--- src/rtl/store_monitor.sv ---
// Observes core stores, logs them into a small FIFO and drives a RUN/PASS/FAIL verdict.
// Verdict and log outputs are registered (visible the cycle after the sampled edge); never stalls the core.
module store_monitor #(
    parameter logic [31:0] RESULT_ADDR = 32'd100,
    parameter logic [31:0] PASS_VALUE  = 32'd25,
    parameter int          MEM_BYTES   = 256,
    parameter int          LOG_DEPTH   = 8,
    parameter int          TIMEOUT     = 10000
) (
    input  logic        clk,
    input  logic        rst,
    input  logic [1:0]  MemWrite,
    input  logic [31:0] DataAdr,
    input  logic [31:0] WriteData,
    output logic        done,
    output logic        pass,
    output logic [2:0]  fail_code,
    output logic [15:0] store_count,
    output logic        log_valid,
    input  logic        log_ready,
    output logic [31:0] log_addr,
    output logic [31:0] log_data,
    output logic [1:0]  log_size,
    output logic        log_overflow
);
    localparam int          PW       = $clog2(LOG_DEPTH);
    localparam logic [31:0] LP_MEM   = 32'(MEM_BYTES);
    localparam logic [31:0] LP_TMO   = 32'(TIMEOUT - 1);
    localparam logic [PW:0] LP_DEPTH = (PW + 1)'(LOG_DEPTH);

    typedef enum logic [1:0] {ST_RUN, ST_PASS, ST_FAIL} state_t;

    typedef struct packed {
        logic [31:0] addr;
        logic [31:0] data;
        logic [1:0]  size;
    } log_entry_t;

    state_t      r_state, w_state_nxt;
    logic [2:0]  r_fail_code, w_code_nxt;
    logic [31:0] r_cycles;
    logic [15:0] r_store_count;
    logic        r_overflow;
    log_entry_t  r_mem [LOG_DEPTH];
    logic [PW-1:0] r_wr_ptr, r_rd_ptr;
    logic [PW:0]   r_cnt;

    logic        w_store, w_misalign, w_oor, w_hit, w_push, w_pop, w_full, w_write;
    logic [31:0] w_mdata;
    log_entry_t  w_head;

    assign w_store    = (MemWrite != 2'b00);
    assign w_misalign = (MemWrite == 2'b10 && DataAdr[0]) ||
                        (MemWrite == 2'b11 && DataAdr[1:0] != 2'b00);
    assign w_oor      = (DataAdr >= LP_MEM);
    assign w_hit      = (DataAdr == RESULT_ADDR);

    always_comb begin
        w_mdata = WriteData;
        case (MemWrite)
            2'b01:   w_mdata = {24'b0, WriteData[7:0]};
            2'b10:   w_mdata = {16'b0, WriteData[15:0]};
            default: w_mdata = WriteData;
        endcase
    end

    // First matching rule wins; a terminating store beats the timeout on the same edge.
    always_comb begin
        w_state_nxt = r_state;
        w_code_nxt  = r_fail_code;
        if (r_state == ST_RUN) begin
            if (w_store && w_misalign) begin
                w_state_nxt = ST_FAIL;
                w_code_nxt  = 3'd2;
            end else if (w_store && w_oor) begin
                w_state_nxt = ST_FAIL;
                w_code_nxt  = 3'd3;
            end else if (w_store && w_hit && w_mdata == PASS_VALUE) begin
                w_state_nxt = ST_PASS;
            end else if (w_store && w_hit) begin
                w_state_nxt = ST_FAIL;
                w_code_nxt  = 3'd1;
            end else if (r_cycles == LP_TMO) begin
                w_state_nxt = ST_FAIL;
                w_code_nxt  = 3'd4;
            end
        end
    end

    always_ff @(posedge clk) begin
        if (rst) begin
            r_state       <= ST_RUN;
            r_fail_code   <= 3'd0;
            r_cycles      <= 32'd0;
            r_store_count <= 16'd0;
        end else begin
            r_state     <= w_state_nxt;
            r_fail_code <= w_code_nxt;
            if (r_state == ST_RUN)
                r_cycles <= r_cycles + 32'd1;
            if (w_push && r_store_count != 16'hFFFF)
                r_store_count <= r_store_count + 16'd1;
        end
    end

    assign w_push  = w_store && (r_state == ST_RUN);
    assign w_pop   = log_valid && log_ready;
    assign w_full  = (r_cnt == LP_DEPTH);
    // A pop on the same edge frees the slot a full FIFO needs for the push.
    assign w_write = w_push && (!w_full || w_pop);

    always_ff @(posedge clk) begin
        if (rst) begin
            r_wr_ptr   <= '0;
            r_rd_ptr   <= '0;
            r_cnt      <= '0;
            r_overflow <= 1'b0;
        end else begin
            if (w_write)
                r_wr_ptr <= r_wr_ptr + 1'b1;
            if (w_pop)
                r_rd_ptr <= r_rd_ptr + 1'b1;
            if (w_write && !w_pop)
                r_cnt <= r_cnt + 1'b1;
            else if (!w_write && w_pop)
                r_cnt <= r_cnt - 1'b1;
            if (w_push && !w_write)
                r_overflow <= 1'b1;
        end
    end

    always_ff @(posedge clk) begin
        if (w_write)
            r_mem[r_wr_ptr] <= '{addr: DataAdr, data: w_mdata, size: MemWrite};
    end

    assign w_head       = (r_cnt != '0) ? r_mem[r_rd_ptr] : '0;
    assign log_valid    = (r_cnt != '0);
    assign log_addr     = w_head.addr;
    assign log_data     = w_head.data;
    assign log_size     = w_head.size;
    assign log_overflow = r_overflow;
    assign done         = (r_state != ST_RUN);
    assign pass         = (r_state == ST_PASS);
    assign fail_code    = r_fail_code;
    assign store_count  = r_store_count;
endmodule

--- config.mk ---
export PLATFORM = sky130hd
export DESIGN_NAME = store_monitor
export DESIGN_NICKNAME = d
export VERILOG_FILES = /design/src/rtl/store_monitor.sv
export SDC_FILE = /design/constraint.sdc
export NUM_CORES = 1
export LEC_CHECK = 0
export ABC_AREA = 1
export BUFFER_PORTS_ARGS = -buffer_cell sky130_fd_sc_hd__buf_2
export CORE_ASPECT_RATIO = 0.7
export CORE_MARGIN = 5
export CORE_UTILIZATION = 55
export CTS_CLUSTER_DIAMETER = 120
export DETAILED_ROUTE_END_ITERATION = 12
export PLACE_DENSITY_LB_ADDON = 0.05
export SYNTH_ARGS = -nofsm -noshare
export SYNTH_HDL_FRONTEND = slang
export SYNTH_SLANG_ARGS = --single-unit
export TNS_END_PERCENT = 20
--- constraint.sdc ---
create_clock -name clk -period 4.1 [get_ports clk]
set_input_delay 0.205 -clock clk [delete_from_list [all_inputs] [get_ports clk]]
set_output_delay 0.205 -clock clk [all_outputs]
set_load 0.005 [all_outputs]
# Yosys cells after proc, flatten, opt, wreduce, memory -nomap -nowiden
# Memory sizes are Yosys's and may differ from the RTL's. A register that Yosys moved wholly into a read port is not among the register bits.
# Index checks and enable logic that the tools add are counted.
# word_totals
regBits	64
latch_bits	0
ramBits	528
romBits	0
in_bits	69
elab_cells	72
n_memories	1
# memory_table
memory	depth	word_bits	read_ports	rd_clocked_by_memory_dff	write_ports	line_no	text
r_mem	8	66	1	1	1	44	log_entry_t r_mem [LOG_DEPTH];
# classes
addsub	6
mul	0
div_mod_pow	0
order_cmp	1
eq_ne	10
shift	0
mux	18
n_bitwise	0
n_reduce_logical	28
# ops
operator	n
$mux W66	1
$pmux W32 S2	1
$add A32 B1 Y32 const B	1
$eq A32 B14 Y1 const B	1
$eq A32 B5 Y1 const B	1
$eq A32 B7 Y1 const B	1
$ge A32 B9 Y1 const B	1
$mux W3	7
$add A16 B1 Y16 const B	1
$ne A16 B16 Y1 const B	1
$logic_and A1 B1 Y1	13
$mux W2	5
$mux W4	2
$reduce_bool A2 Y1	4
$reduce_bool A4 Y1	2
$add A3 B1 Y3 const B	2
$reduce_bool A5 Y1	1
$add A4 B1 Y4 const B	1
$eq A2 B1 Y1 const B	2
$eq A2 B2 Y1 const B	2
$eq A4 B4 Y1 const B	1
$sub A4 B1 Y4 const B	1
$logic_not A1 Y1	3
$ne A3 B3 Y1 const B	1
5 further kinds	7

# Longest topological paths before layout
# Gate-level depths: netlist (run 1).
# logic_depth
ltp_word	8
depth_mapped	16
mapped_depth_nobuf	16

# Least setup slack after synthesis (run 1)
# Ideal clock, no wire load.
# synth_path
kind	reg-to-reg
from	reg r_state[1]
to	mem r_mem[0][0] in the netlist's numbering (enable)
setup_time_ns	0.490
t_arrival_ns	3.811
slack_ns	-0.201
path_stages_with_launch	8
path_buffers	0
period_less_slack_ns	4.301
path_cell_list	dfxtp_1 nor2_4 inv_2 nor2_4 nand2_1 inv_1 nand2_1 nor2_1
# synth_between
elab_chain_cells	5
# synth_rtl
element	line_no	text
start: declaration	39	state_t r_state, w_state_nxt;
start signal: assignment	97	r_state <= w_state_nxt;
$logic_not A2 Y1	106	assign w_push = w_store && (r_state == ST_RUN);
$logic_and A1 B1 Y1	106	
$logic_and A1 B1 Y1	110	assign w_write = w_push && (!w_full || w_pop);
via w_write	48	logic w_store, w_misalign, w_oor, w_hit, w_push, w_pop, w_full, w_write;
$mux W1	133	if (w_write)
$mux W1 (implied by the code)	134	r_mem[r_wr_ptr] <= '{addr: DataAdr, data: w_mdata, size: MemWrite};
end: declaration	44	
# The timed path passes the listed nets, and every way through them passes these cells.

# Final worst setup path (run 1)
# layout_path
from	reg r_cnt[0]
to	out log_addr[1]
# layout_between
elab_chain_cells	2
# layout_rtl
element	line_no	text
start: declaration	46	logic [PW:0] r_cnt;
start signal: assignment	124	r_cnt <= r_cnt + 1'b1;
start signal: assignment	126	r_cnt <= r_cnt - 1'b1;
$reduce_bool A4 Y1	137	assign w_head = (r_cnt != '0) ? r_mem[r_rd_ptr] : '0;
$mux W66	137	
end: declaration	21	output logic [31:0] log_addr,
# No other way between the ends.

==> results.sh, run 1 <==
export IMPL_finalNonFillerCells=2967
export IMPL_r2r_slack_ps=1110
export IMPL_track_usage_pct=24.2
export IMPL_place_congestion=0.857
export IMPL_postLayoutCoreUtil_pct=64.1
export IMPL_port_buffers=157
export IMPL_final_min_clock_period_ps=3340
export IMPL_synth_commonest_cells="532 x nor2_1, 528 x edfxtp_1, 356 x o21ai_0"
export IMPL_clk_path_buf_depth=3
export IMPL_reg2reg_depth=8
export IMPL_grt_antenna_before_repair=1
export IMPL_synth_ff_type="edfxtp_1"
export IMPL_dr_first_iter_drc_count=1761
export IMPL_tns_ps=0
export IMPL_synthMuxAreaShare_pct=0
export IMPL_dr_pass1_iters=5
export IMPL_power_switching_uw=5010
export IMPL_slew_headroom_pct=24.3
export IMPL_final_hold_viol_count=0
export IMPL_seqPwrFrac_pct=44.4
export IMPL_powerDensity_mw_per_mm2=573
export IMPL_dieWidth_um=262
export IMPL_synth_area_per_cell_um2=11.3
export IMPL_netlist_area_leader_share_pct=65.0
export IMPL_ys_seq_area_share_pct=70.4
export IMPL_synth_most_common_cell="nor2_1"
export IMPL_finalMaxSlewViolations=0
export IMPL_die_area_mm2=0.0488
export IMPL_drive_gt1_share_pct=12.8
export IMPL_skew_ps=20.7
export IMPL_root_buffer="clkbuf_16"
export IMPL_synth_simple_gate_area_share_pct=12.7
export IMPL_grt_max_degree=180
export IMPL_peakVddDrop_v=0.000401
export IMPL_vias=16900
export IMPL_min_path_type="in2reg"
export IMPL_first_global_vias=16200
export IMPL_path_class="reg2out"
export IMPL_htree_levels=2
export IMPL_yosys_area_top_type="edfxtp_1"
export IMPL_overflow=0
export IMPL_hold_end="r_mem[3][20]$_DFFE_PP_"
export IMPL_syn_inst=2154
export IMPL_core_area_mm2=0.0438
export IMPL_async_flop_share_pct=0
export IMPL_finalWirelength_um=59400
export IMPL_yosysWarnings=0
export IMPL_std_cell_rows=64
export IMPL_path_clk_slew_ps=60
export IMPL_ant_nets=0
export IMPL_power_frac_comb_pct=25.0
export IMPL_drc_errors=0
export IMPL_power_leakage_uw=0.00981
export IMPL_clock_latency_ps=600
export IMPL_maxCapViolCount=0
export IMPL_synth_cell_types=36
export IMPL_dp_slack_ps=1140
export IMPL_crit_path_end_kind="primary output"
export IMPL_status="completed"
export IMPL_postLayoutCellArea_mm2=0.0281
export IMPL_min_period_over_period_pct=81.5
export IMPL_start_util_pct=55.7
export IMPL_cp_data_arrival_time_ps=3140
export IMPL_synth_top_family_by_area="simple AND/OR/NAND/NOR gates"
export IMPL_power_frac_clock_pct=30.7
export IMPL_path_max_fanout=41
export IMPL_dpl_cell_area_mm2=0.0259
export IMPL_post_cts_buffers=0
export IMPL_viasPerCell=5.69
export IMPL_r2r_start="r_state[1]$_SDFFE_PP0P_"
export IMPL_synth_compound_area_share_pct=12.0
export IMPL_synth_fa_ha_area_share_pct=0.595
export IMPL_start_kind="flop"
export IMPL_synth_seq_cells=595
export IMPL_synth_nets=2234
export IMPL_synth_xor_area_share_pct=0.574
export IMPL_wl_per_cell_um=20.0
export IMPL_nets=2407
export IMPL_fp_dieH_um=186
export IMPL_required_ps=3890
export IMPL_areaGrowthSynthToFinish_pct=15.0
export IMPL_cts_buffers_inserted=56
export IMPL_hp_start="WriteData[18]"
export IMPL_worst_slew_pin_transition_ps=1130
export IMPL_dp_hpwl_um=34000
export IMPL_placedCellCount=2820
export IMPL_finalWorstSetupSlack_ps=760
export IMPL_grt_pass1_wl_um=92600
export IMPL_netlist_top_cells_area="edfxtp_1 65%, nor2_1 8.2%, o21ai_0 7.3%"
export IMPL_rsz0062_at_grt="false"
export IMPL_timing_rr_end="r_mem[4][38]$_DFFE_PP_"
export IMPL_synth_edff_count=528
export IMPL_cts_tree="done"
export IMPL_syn_cell_area_mm2=0.0244
export IMPL_intPower_uw=11100
export IMPL_ioPinCount=158
export IMPL_switching_share_pct=31.2
export IMPL_clock_sinks=595
export IMPL_min_path_cells=3
export IMPL_setup_viol_count_final=0
export IMPL_fmax_mhz=299
[cell families (layout without fill, tap and decap cells)]
| family | Yosys count | count (layout) |
|---|---|---|
| simple gates | 754 | 754 |
| other cells | 0 | 2 |
| xor+xnor | 16 | 16 |
| flops | 595 | 595 |
| buf+inv | 230 | 447 |
| compound gates | 548 | 548 |
| fa+ha+maj | 11 | 11 |
[worst max path at each step]
| stage | from | endpoint | slack, ps | cells after the start |
|---|---|---|---|---|
| final | r_cnt[0]$_SDFFE_PP0P_ | log_addr[1] | 760 | 8 |
| after global routing | r_cnt[0]$_SDFFE_PP0P_ | log_addr[1] | 560 | 8 |
| after CTS | r_cnt[0]$_SDFFE_PP0P_ | log_addr[1] | 770 | 8 |
| after detailed placement | r_state[1]$_SDFFE_PP0P_ | r_mem[4][27]$_DFFE_PP_ | 1140 | 8 |
| after global placement | r_state[1]$_SDFFE_PP0P_ | r_mem[4][30]$_DFFE_PP_ | 1230 | 8 |
| after floorplan | r_state[1]$_SDFFE_PP0P_ | r_mem[0][0]$_DFFE_PP_ | -200 | 7 |
[area by class of cell]
class,instances,area [µm²]
diodes,2,5.00
clock buffers,78,1520
clock inverters,24,194
fillers,3407,15700
inverters,113,435
multi-input cells,1329,6370
flip-flops and latches,595,17200
well taps,594,743
repair buffers,232,1590
[placed cells by master, fill, tap and decap left out, types with 11 or more instances in the layout]
cell and n:
nand4_1 16, a31oi_1 67, o21ai_0 356, a21oi_1 47
nand3_1 25, nor2_4 12, dfxtp_1 65, buf_12 11
buf_2 157, nor3_1 18, o22ai_1 66, inv_1 106
edfxtp_1 528, xor2_1 11, clkbuf_16 57, nand2_1 132
nor2_1 524, buf_4 21, clkbuf_1 20, dlygate4sd3_1 43
[repair_timing]
item | CTS | global route
hold buffers | 43 | 0
hold endpoints to repair | 337 | 0
gates resized for setup | 0 | 0
[worst max-delay path, cell delays in order, from the launching register on]
cell and delay (ps):
dfxtp_1 360, nor2_1 120, inv_1 60, nor3_1 250, clkinv_2 720, buf_4 540
o21ai_0 140, a31oi_1 120, buf_2 220
[power groups by stage]
stage / combinational (µW) / clock (µW) / sequential, µW
6_report: 4010 / 4930 / 7140
3_3_place_gp: 3950 / 0 / 7250
4_1_cts: 4050 / 5010 / 7140
5_1_grt: 4490 / 5280 / 7160
3_5_place_dp: 3990 / 0 / 7260
2_1_floorplan: 2440 / 0 / 7180
[state kept, by name (all words and copies together), names as in the netlist, named ones only]
register / count
r_state: 2
r_rd_ptr: 3
log_overflow: 1
r_mem: 528
fail_code: 3
r_wr_ptr: 3
r_cnt: 4
store_count: 16
r_cycles: 32
[metal layers]
metal	global-route usage [%]	routed length (µm)	share of wire (%)	vias up
met4	6.41	1150	1.9	0
met3	3.56	4120	6.9	74
li1	-	-	-	7995
met5	0	0	0	-
met2	36.9	26800	45	607
met1	37.0	27300	46	8212
[stage by stage]
| stage | hold slack, ps | power [µW] |
|---|---|---|
| 5_1_grt | 55.1 | 16900 |
| 3_3_place_gp | 448 | 11200 |
| 3_5_place_dp | 452 | 11300 |
| 2_1_floorplan | 304 | 9620 |
| 4_1_cts | 34.3 | 16200 |
| 6_report | 60.6 | 16100 |
Power figures use the tool's default switching activity.
==> run 2, diff against run 1 <==
Settings changed: ABC_AREA 1 to 0, CORE_UTILIZATION 55 to 54.
Clock period 4.1 ns to 2.8 ns, I/O delays scaled along.
==> results.sh, run 2 <==
export IMPL_peakVddDrop_v=0.000794
export IMPL_worst_slew_pin_transition_ps=816
export IMPL_dr_pass1_iters=5
export IMPL_synth_area_per_cell_um2=18.7
export IMPL_clk_path_buf_depth=3
export IMPL_skew_ps=11.8
export IMPL_postLayoutCellArea_mm2=0.0274
export IMPL_min_path_type="in2reg"
export IMPL_r2r_start="r_cnt[0]$_SDFFE_PP0P_"
export IMPL_async_flop_share_pct=0
export IMPL_syn_inst=1249
export IMPL_finalWirelength_um=49500
export IMPL_diodes=0
export IMPL_grt_max_degree=67
export IMPL_areaGrowthSynthToFinish_pct=17.5
export IMPL_cp_data_arrival_time_ps=3120
export IMPL_crit_start="MemWrite[0]"
export IMPL_ioPinCount=158
export IMPL_syn_cell_area_mm2=0.0233
export IMPL_track_usage_pct=20.9
export IMPL_tns_ps=0
export IMPL_status="completed"
export IMPL_netlist_area_leader_share_pct=68.0
export IMPL_worst_path_buf_inv=5
export IMPL_clock_latency_ps=580
export IMPL_clock_sinks=595
export IMPL_synth_nets=1329
export IMPL_cp_top_family="buffers and inverters"
export IMPL_setup_viol_count_final=0
export IMPL_required_ps=3310
export IMPL_hp_start="WriteData[13]"
export IMPL_dpl_cell_area_mm2=0.0253
export IMPL_ys_seq_area_share_pct=73.8
export IMPL_rsz0062_at_grt="false"
export IMPL_dieWidth_um=258
export IMPL_fp_dieH_um=184
export IMPL_largest_reg_flops=528
export IMPL_placedCellCount=1956
export IMPL_synth_most_common_cell="edfxtp_1"
export IMPL_synth_seq_cells=595
export IMPL_cts_tree="done"
export IMPL_core_area_mm2=0.0425
export IMPL_timing_rr_end="r_cnt[3]$_SDFFE_PP0P_"
export IMPL_htree_levels=2
export IMPL_synth_ff_type="edfxtp_1"
export IMPL_port_buffers=157
export IMPL_largest_register="r_mem"
export IMPL_yosysWarnings=0
export IMPL_netlist_top_cells_area="edfxtp_1 68%, mux4_2 13%, dfxtp_1 5.8%"
export IMPL_synth_commonest_cells="528 x edfxtp_1, 134 x nor2_1, 132 x mux4_2"
export IMPL_fmax_mhz=383
export IMPL_path_max_fanout=10
export IMPL_power_leakage_uw=0.00901
export IMPL_std_cell_rows=63
export IMPL_critical_path_cell_chain="dlygate4sd3_1, buf_2, inv_1, ha_1, inv_1, nand2_4, nor2_2, ha_1, inv_1, ha_1, a21o_1, a21oi_1, xnor2_1, or3_1, a21oi_1"
export IMPL_viasPerCell=5.80
export IMPL_path_clk_slew_ps=60
export IMPL_wl_per_cell_um=23.6
export IMPL_finalNonFillerCells=2097
export IMPL_slowest_stage="dlygate4sd3_1"
export IMPL_drive_gt1_share_pct=28.0
export IMPL_final_min_clock_period_ps=2610
export IMPL_reg2reg_depth=10
export IMPL_final_cell_mix="528 x edfxtp_1, 157 x buf_2, 132 x mux4_2"
export IMPL_yosys_area_top_type="edfxtp_1"
export IMPL_cts_buffers_inserted=54
export IMPL_nets=1586
export IMPL_whs_ps=39.8
export IMPL_powerDensity_mw_per_mm2=813
export IMPL_crit_path_end_kind="flop"
export IMPL_finalMaxSlewViolations=0
export IMPL_postLayoutCoreUtil_pct=64.5
export IMPL_final_hold_viol_count=0
export IMPL_place_congestion=0.756
export IMPL_start_kind="input port"
export IMPL_overflow=0
export IMPL_dp_hpwl_um=29600
export IMPL_min_path_cells=2
export IMPL_r2r_slack_ps=260
export IMPL_maxCapViolCount=0
export IMPL_start_util_pct=54.8
export IMPL_nFillCells=2945
export IMPL_min_period_over_period_pct=93.3
export IMPL_first_global_vias=12500
export IMPL_path_class="in2reg"
export IMPL_synth_cell_types=45
export IMPL_die_area_mm2=0.0475
export IMPL_critPathMaxStageDelay_ps=540
export IMPL_root_buffer="clkbuf_16"
export IMPL_ant_nets=0
export IMPL_hold_end="r_mem[6][15]$_DFFE_PP_"
export IMPL_synth_edff_count=528
export IMPL_vias=12200
export IMPL_grt_antenna_before_repair=1
export IMPL_drc_errors=0
export IMPL_dr_first_iter_drc_count=1073
export IMPL_grt_pass1_wl_um=76200
export IMPL_mostFrequentLayoutCell="edfxtp_1"
export IMPL_slew_headroom_pct=45.6
[run 2: cell count changes after synthesis, moves of 23 or more]
cell,delta
inv_1,-100
o22ai_1,-66
mux4_2,+132
clkbuf_1,-44
buf_2,-27
a21oi_1,-30
a31oi_1,-65
mux2i_1,+69
nor2_1,-398
o21ai_0,-345
xor2_1,+23
nand2_1,-98
[run 2: through the flow]
stage	total power, µW	setup slack, ps
finish	22300	189
global route	23300	19.1
CTS	22500	4.17
detailed placement	15700	156
global placement	15600	189
floorplan	13600	-401
[run 2: timing repair]
action | CTS | global route
hold buffers | 43 | 0
gates cloned | 0 | 0
endpoints found under the setup margin | 2 | 27
hold endpoints to repair | 340 | 0
buffers inserted | 0 | 3
resized for setup | 2 | 1
[run 2: power breakdown]
group / internal [µW] / switching, µW
Combinational: 2560 / 2710
Clock: 3740 / 3040
Sequential: 10000 / 184
[run 2: cells by family (layout without fill, tap and decap cells)]
| logic type | after synthesis | count (layout) | share of synthesized area (%) |
|---|---|---|---|
| mux | 201 | 201 | 15.7 |
| buf+inv | 65 | 361 | 1.07 |
| simple gates | 294 | 294 | 6.14 |
| compound gates | 38 | 38 | 0.961 |
| fa+ha+maj | 11 | 11 | 0.623 |
| flops | 595 | 595 | 73.8 |
| xor+xnor | 45 | 45 | 1.69 |
[run 2: layout make-up]
cell class	count	area, µm²	share of cell area (%)
sequential	595	17200	62.8
clock inverter	16	67.6	0.247
inverter	10	37.5	0.137
timing repair buffer	256	1910	6.96
multi-input combinational	589	5960	21.7
tap	552	691	2.52
clock buffer	79	1520	5.56
[run 2: per-layer routing]
metal  up-vias  track usage, %  share of wire, %
met1      6301            32.6                46
met5         -               0                 0
met2       330            32.2                47
met4         0            3.93               1.3
li1       5474               -                 -
met3        50            3.54               5.6
[run 2: worst max path at each step]
| stage | end | slack [ps] | depth (start not counted) |
|---|---|---|---|
| 6_report | r_cnt[3]$_SDFFE_PP0P_ | 190 | 15 |
| 5_1_grt | r_cnt[3]$_SDFFE_PP0P_ | 20 | 15 |
| 4_1_cts | log_addr[15] | 4 | 6 |
| 3_5_place_dp | r_cnt[3]$_SDFFE_PP0P_ | 160 | 14 |
| 3_3_place_gp | r_cnt[3]$_SDFFE_PP0P_ | 190 | 14 |
| 2_1_floorplan | r_mem[0][0]$_DFFE_PP_ | -400 | 5 |
[run 2: worst reg2reg max path, cell delays in order, from the launching register on]
cell and delay, ps:
dfxtp_1 370, nor4_1 540, nor2_2 80, ha_1 250, inv_1 120, ha_1 240, a21o_1 170, a21oi_1 170
xnor2_1 90, or3_1 310, a21oi_1 140
